$ cat config.mk
export PLATFORM = sky130hd
export DESIGN_NAME = traffic_phase_ctrl
export DESIGN_NICKNAME = d
export VERILOG_FILES = /design/src/rtl/traffic_phase_ctrl.sv
export SDC_FILE = /design/constraint.sdc
export NUM_CORES = 1
export LEC_CHECK = 0
export BUFFER_PORTS_ARGS = -buffer_cell sky130_fd_sc_hd__clkbuf_2
export CAP_MARGIN = 20
export CORE_MARGIN = 5
export CORE_UTILIZATION = 35
export CTS_CLUSTER_DIAMETER = 120
export CTS_CLUSTER_SIZE = 28
export DETAILED_ROUTE_END_ITERATION = 8
export GPL_TIMING_DRIVEN = 0
export PLACE_DENSITY = 0.6
export SLEW_MARGIN = 20
export SYNTH_ARGS = -nofsm -noshare
export SYNTH_HDL_FRONTEND = slang
export SYNTH_SLANG_ARGS = --single-unit
$ cat constraint.sdc
create_clock -name clk -period 2.6 [get_ports clk]
set_clock_uncertainty 0.2 [all_clocks]
set_input_delay 0.13 -clock clk [delete_from_list [all_inputs] [get_ports clk]]
set_output_delay 0.13 -clock clk [all_outputs]
set_load 0.02 [all_outputs]
$ cat src/rtl/traffic_phase_ctrl.sv
// traffic_phase_ctrl: two-axis intersection controller.
// One phase FSM with a down-counting timer drives both axes' car heads and
// pedestrian signals. Phases can pause, the protected left is optional, and
// an emergency input forces all-red.
module traffic_phase_ctrl #(
  parameter int T_GREEN  = 20,
  parameter int T_LEFT   = 4,
  parameter int T_YELLOW = 3,
  parameter int T_ALLRED = 2,
  parameter int T_FLASH  = 6,
  parameter int EN_LEFT  = 1,
  parameter int CNT_W    = 8
) (
  input  logic             clk,
  input  logic             reset_n,
  input  logic             i_start,
  input  logic             i_emergency,
  output logic [3:0]       o_car_a,
  output logic [3:0]       o_car_b,
  output logic [1:0]       o_wlk_a,
  output logic [1:0]       o_wlk_b,
  output logic [3:0]       o_phase,
  output logic [CNT_W-1:0] o_remain
);

  typedef enum logic [3:0] {
    IDLE     = 4'd0,
    A_GREEN  = 4'd1,
    A_LEFT   = 4'd2,
    A_YELLOW = 4'd3,
    A_CLEAR  = 4'd4,
    B_GREEN  = 4'd5,
    B_LEFT   = 4'd6,
    B_YELLOW = 4'd7,
    B_CLEAR  = 4'd8,
    EMERG    = 4'd9
  } state_e;

  // Timer reload values: a phase of T cycles counts T-1 down to 0.
  localparam logic [CNT_W-1:0] LD_GREEN  = CNT_W'(T_GREEN - 1);
  localparam logic [CNT_W-1:0] LD_LEFT   = CNT_W'(T_LEFT - 1);
  localparam logic [CNT_W-1:0] LD_YELLOW = CNT_W'(T_YELLOW - 1);
  localparam logic [CNT_W-1:0] LD_ALLRED = CNT_W'(T_ALLRED - 1);
  // One bit wider so T_FLASH == 2^CNT_W still compares correctly.
  localparam logic [CNT_W:0]   FLASH_TH  = (CNT_W+1)'(T_FLASH);
  localparam bit               HAS_LEFT  = (EN_LEFT != 0);

  state_e           state_q, state_d;
  logic [CNT_W-1:0] timer_q, timer_d;
  state_e           nxt_state;
  logic [CNT_W-1:0] nxt_load;
  logic             flash_on;

  // State and timer registers; reset wins over every other input.
  always_ff @(posedge clk) begin
    if (!reset_n) begin
      state_q <= IDLE;
      timer_q <= '0;
    end else begin
      state_q <= state_d;
      timer_q <= timer_d;
    end
  end

  // Successor phase in the normal cycle and its timer reload value.
  always_comb begin
    nxt_state = EMERG;
    nxt_load  = '0;
    case (state_q)
      A_GREEN:  nxt_state = HAS_LEFT ? A_LEFT : A_YELLOW;
      A_LEFT:   nxt_state = A_YELLOW;
      A_YELLOW: nxt_state = A_CLEAR;
      A_CLEAR:  nxt_state = B_GREEN;
      B_GREEN:  nxt_state = HAS_LEFT ? B_LEFT : B_YELLOW;
      B_LEFT:   nxt_state = B_YELLOW;
      B_YELLOW: nxt_state = B_CLEAR;
      B_CLEAR:  nxt_state = A_GREEN;
      default:  nxt_state = EMERG;
    endcase
    case (nxt_state)
      A_GREEN, B_GREEN:   nxt_load = LD_GREEN;
      A_LEFT, B_LEFT:     nxt_load = LD_LEFT;
      A_YELLOW, B_YELLOW: nxt_load = LD_YELLOW;
      A_CLEAR, B_CLEAR:   nxt_load = LD_ALLRED;
      default:            nxt_load = '0;
    endcase
  end

  // Next state: emergency beats expiry; pause holds everything except
  // emergency entry and exit, which ignore i_start.
  always_comb begin
    state_d = state_q;
    timer_d = timer_q;
    if (i_emergency) begin
      state_d = EMERG;
      timer_d = '0;
    end else begin
      case (state_q)
        IDLE: begin
          if (i_start) begin
            state_d = A_GREEN;
            timer_d = LD_GREEN;
          end
        end
        EMERG: begin
          // Leave via the B all-red so the cycle restarts cleanly at A_GREEN.
          state_d = B_CLEAR;
          timer_d = LD_ALLRED;
        end
        A_GREEN, A_LEFT, A_YELLOW, A_CLEAR,
        B_GREEN, B_LEFT, B_YELLOW, B_CLEAR: begin
          if (i_start) begin
            if (timer_q == '0) begin
              state_d = nxt_state;
              timer_d = nxt_load;
            end else begin
              timer_d = timer_q - 1'b1;
            end
          end
        end
        default: begin
          state_d = EMERG;
          timer_d = '0;
        end
      endcase
    end
  end

  // Walk signal is steady until the last T_FLASH cycles, then blinks on timer[0].
  assign flash_on = ({1'b0, timer_q} >= FLASH_TH) || timer_q[0];

  // Moore decode of lights from the registered state and timer.
  always_comb begin
    o_car_a = 4'b1000;
    o_car_b = 4'b1000;
    o_wlk_a = 2'b10;
    o_wlk_b = 2'b10;
    case (state_q)
      IDLE: begin
        o_car_a = 4'b0000;
        o_car_b = 4'b0000;
        o_wlk_a = 2'b00;
        o_wlk_b = 2'b00;
      end
      A_GREEN: begin
        o_car_a = 4'b0001;
        o_wlk_a = flash_on ? 2'b01 : 2'b00;
      end
      A_LEFT:   o_car_a = 4'b0010;
      A_YELLOW: o_car_a = 4'b0100;
      B_GREEN: begin
        o_car_b = 4'b0001;
        o_wlk_b = flash_on ? 2'b01 : 2'b00;
      end
      B_LEFT:   o_car_b = 4'b0010;
      B_YELLOW: o_car_b = 4'b0100;
      default: ;
    endcase
  end

  assign o_phase  = state_q;
  assign o_remain = timer_q;

endmodule

* After elaboration in Yosys (flattened, before gate mapping)
Memory sizes are Yosys's and may differ from the RTL's.
Index checks and enable logic that the tools add are counted.
** Storage, ports and cells
- Register bits :: 12
- Latch bits :: 0
- RAM bits :: 0
- ROM bits :: 112
- Bits of input ports :: 4
- Output and inout port bits :: 24
- Logic and storage cells :: 45
- Memories :: 2
** Memory list
- (no name shown) :: depth 16, bits a word 4, rd ports 1, clocked after Yosys merged registers in 0, wr ports 0, RTL line 69 : case (state_q)
- (no name shown) :: depth 16, bits a word 3, rd ports 1, clocked after Yosys merged registers in 0, wr ports 0, RTL line 80 : case (nxt_state)
** Cells by class
- Add/subtract/negate cells :: 1
- Multipliers :: 0
- Divide/modulo/power cells :: 0
- $lt $le $gt $ge :: 1
- Equality and inequality tests :: 15
- Shift-type cells :: 0
- Multiplexer cells :: 14
- Bitwise logic cells :: 1
- Reduce and logical (&&, ||, !) cells :: 8
** Operators with widths (count)
- case mux 4 bit (4 select lines) :: 2
- 2-to-1 mux 8 bit :: 3
- case mux 8 bit (3 select lines) :: 1
- equality test 4 x 3 -> 1 bit (second input constant) :: 4
- 2-to-1 mux 4 bit :: 4
- case mux 4 bit (3 select lines) :: 1
- != test 3 bit (second input constant) :: 3
- equality test 4 x 2 -> 1 bit (second input constant) :: 2
- equality test 4 bit (second input constant) :: 2
- greater-or-equal comparator 8 x 3 -> 1 bit (second input constant) :: 1
- zero test 8 bit :: 1
- case mux 2 bit (2 select lines) :: 2
- OR reduction 8 bit :: 1
- subtractor 8 x 1 -> 8 bit (second input constant) :: 1
- != test 2 bit (second input constant) :: 3
- AND reduction 3 bit :: 2
- equality test 4 x 1 -> 1 bit (second input constant) :: 1
- zero test 4 bit :: 1
- AND reduction 2 bit :: 1
- OR reduction 2 bit :: 1
- logical OR 1 bit :: 1
- 2-to-1 mux 1 bit :: 1
- inverter 1 bit :: 1

* Longest topological paths before layout
- Depth after elaboration :: 5
- Gate-level depth with buffers :: 9
- Depth with buffers taken out :: 9

* Least setup slack after synthesis
OpenSTA, ideal clock, no wires.
- Path kind :: register to output
- Start :: reg state_q[3], in the netlist o_phase[3]
- End :: out o_car_b[3]
- Arrival time :: 2.068 ns
- Required time :: 2.270 ns
- Path slack :: 0.202 ns
- Stages on the path, launching flop included :: 8
- Path buffers :: 2
- Path through :: dfxtp_1 buf_2 buf_2 nor2b_1 nand2_1 inv_1 a21oi_1 nor3b_1
** Between the ends
- Longest elaborated chain between the ends :: 2
- Elaborated cells on any way between the ends :: 5
- Classes of those cells :: eq/ne: 3; mux: 1; reduce/logical: 1
** RTL lines
- start: declaration :: RTL line 48 : state_e state_q, state_d;
- start signal: assignment :: RTL line 60 : state_q <= state_d;
- equality test 4 x 3 -> 1 bit / zero test 4 bit (equally long branches) :: RTL line 138 : case (state_q)
- case mux 4 bit (4 select lines) * :: RTL line 138
- end: declaration :: RTL line 19 : output logic [3:0] o_car_b,
Mark *: on every way between the ends. The rest lies on a longest branch, timed or not.

* Final worst setup path
- Start :: reg state_q[0], in the netlist o_phase[0]
- End :: reg timer_q[4], in the netlist o_remain[4]
** Between the ends
- Longest elaborated chain between the ends :: 5
- Elaborated cells on any way between the ends :: 19
- Classes of those cells :: eq/ne: 11; mux: 3; reduce/logical: 3; memory: 2
** RTL lines
- memory read (16 x 4 bit)
- memory read (16 x 3 bit)
- 2-to-1 mux 8 bit :: RTL line 113 : if (timer_q == '0) begin
- 2-to-1 mux 8 bit :: RTL line 112 : if (i_start) begin
- case mux 8 bit (3 select lines) :: RTL line 98 : case (state_q)
- end signal: assignment :: RTL line 61 : timer_q <= timer_d;
- end: declaration :: RTL line 49 : logic [CNT_W-1:0] timer_q, timer_d;
Several ways; a longest one is shown, not always the timed one. The select of a mux whose other input is x is not followed.
A chain may end at the register's enable or synchronous reset.

==> metrics.txt <==
CP Capture Type=flip-flop; via/cell ratio=approximately 5; IO buf count=26; cells after synthesis=roughly 140; clock buffer count from CTS=3; vias in the first global route=approximately 1100; DIE AREA=approximately 4500 sq um; synthesized net count=approximately 160; Starting Density=between 30 and 40%; drt pass-1 iters=4; maximum clock rate=roughly 0.42 GHz; Primary FF master, synth=dfxtp_1; Final ANT Viol Nets=0; asr flop ratio synth=0%; largest net degree at the start of global routing=11; yosys warns=0; CTS sink count=12; CP arrival=between 2 and 2.5 ns; GRT overflow=0; Synth Area in Compound Gates=about a quarter; layout cells sized above 1=about a quarter; Clock Latency Late Sink=approximately 0.28 ns; iteration-0 DRC count of the detailed router=between 50 and 60; Crit Path Class=reg -> reg; CTS max path bufs=2; Hold WC Path Type=in -> reg; Max-cap violations=0; final setup vio count=0; outcome=complete, no violations; Layout area overhead=19.7%; nets=190; GRT Util Overall=a little over an eighth; number of diodes=0; Post-Synth Adder-Cell Area=about 13%; via count=around 1100; Cell Area, Synth=1150 sq um; initial antenna violation count=0; first-pass GRT wire length=4750 microns; Ports=28; Post-synth EDFFs=0; top cell type's share of synthesized area=between 20% and 30%; Post-Synth Simple-Gate Area=between 20% and 30%; setup TNS=0 ns; Startpoint Class=flip-flop; Die Y-Extent=about 67 microns; Worst-Margin Slew=between 0.5 and 0.6 ns; final worst slack=0.241 ns; global placement routability congestion=0.869; mux cell area share after synthesis=between 4 and 5%; Critical Path Most Common Cell=a21oi_1; core area=a little over 3000 sq um; htree depth=1; Std-Cell Rows=20; crit path cell chain=inv_1, ha_1, buf_2, mux2_2, mux2i_1, a21oi_1, o41a_1, a21oi_1; static leakage=approximately 0.00064 uW; RSZ-0062 raised after global routing=false; final wirelength=between 2000 and 3000 microns; Crit Path Max Fanout=10; Rel. slew slack=a little over three fifths; Die X=slightly below 70 microns; minimum clock period=about 2.4 ns; HPWL after detailed placement=~2200 microns; post-synthesis xor/xnor area fraction=between 3 and 4%; PostCTS Resize Cnt=0; Seq/Total Area, Yosys=20.8%; clock slew at reported path FFs=around 0.080 ns; CTS tree=done; final number of max-transition violations=0; unique cell type count in the Yosys netlist=48; most frequent cell after synthesis=nor2_1; largest cells by area after synthesis=dfxtp_1, ha_1, nor2_1, inv_1, a21oi_1; wire per inst=12.6 microns; fin crit share=approximately 91%; syn_area_per_cell=8.12 sq um; slowest stage delay, CP=about 0.44 ns; pre-CTS setup slack=0.276 ns; VDD IR-drop max=0.000274 V; area leader, netlist=dfxtp_1; slowest stage cell, crit path=dfxtp_1; DRC viols=0; Root Driver=clkbuf_4; top cells by count, synth=nor2_1, inv_1, dfxtp_1, ha_1, a21oi_1; Worst EP required=2.61 ns; synthesized flop and latch total=12; final core occ=between 40 and 50%; final hold vios=0; largest family of logic cells by synthesized area=simple AND/OR/NAND/NOR gates; pwr dens=567 nW/um^2
cell usage in the layout (no fill, tap or decap), drive strengths merged, types with 3 or more instances in the layout:
master,instances
clkbuf,29
nor2,20
inv,13
dfxtp,12
ha,11
a21oi,9
nand2,8
nand2b,6
o21ai,6
buf,6
nor4,4
mux2i,4
and2,3
o21a,3
xnor2,3
nor3,3
per-stage QoR:
step                      cell area [sq um]  hold slack (ns)  instances  total power [uW]
after CTS                              1380           0.0470        217               789
after floorplan                        1150           0.0476        142               574
final                                  1380           0.0471        217               783
after global routing                   1380           0.0897        217               843
after global placement                 1340            0.194        212               663
after detailed placement               1340            0.191        212               668
area by class of cell:
type / instances / area, sq um
Clock buffer: 3 / 22.5
Timing Repair Buffer: 28 / 150
Sequential cell: 12 / 240
Buffer: 6 / 38.8
Inverter: 13 / 48.8
Tap cell: 44 / 55.1
Fill cell: 342 / 1720
Multi-Input combinational cell: 111 / 826
sequential cells by signal, summed over array words and instances, names as in the netlist:
name,count
o_phase,4
o_remain,8
worst paths after layout:
check / start / to / slack, ns / depth (start not counted)
min: i_start / o_remain[1] / 0.05 / 3
max: o_phase[0] / o_remain[4] / 0.24 / 8
max reg2reg: o_phase[0] / o_remain[4] / 0.24 / 8
min reg2reg: o_remain[7] / o_remain[7] / 0.39 / 2
routing by layer:
layer,vias up,track usage [%],routed length (microns)
met5,-,0,0
met2,31,23.1,1320
met3,6,3.66,113
met4,0,4.05,46
li1,561,-,-
met1,512,16.1,1260
critical path: cells and delay by family (launching register included):
kind                     cells  cell delay (ns)
flip-flops                   1             0.44
AO/OA/AOI/OAI                3             0.56
adder cells (fa/ha/maj)      1             0.22
buffers and inverters        2             0.28
multiplexers                 2             0.57
timing repair:
item,CTS,global route
setup buffers,0,0
hold buffers,2,0
endpoints found under the setup margin,0,0
endpoints found under the hold margin,4,0
where the power goes:
group	total, uW	internal [uW]	leakage, uW	switching, uW
registers	221	200	0.0000981	21.3
clock network	119	53.7	0.0000138	65.3
logic	443	188	0.000529	255
total	783	441	0.000641	342
kinds of logic after synthesis:
group | after synthesis
simple gates | 54
fa+ha+maj | 12
xor+xnor | 5
flops | 12
compound gates | 35
mux | 5
buf+inv | 19
Power figures use the tool's default switching activity.
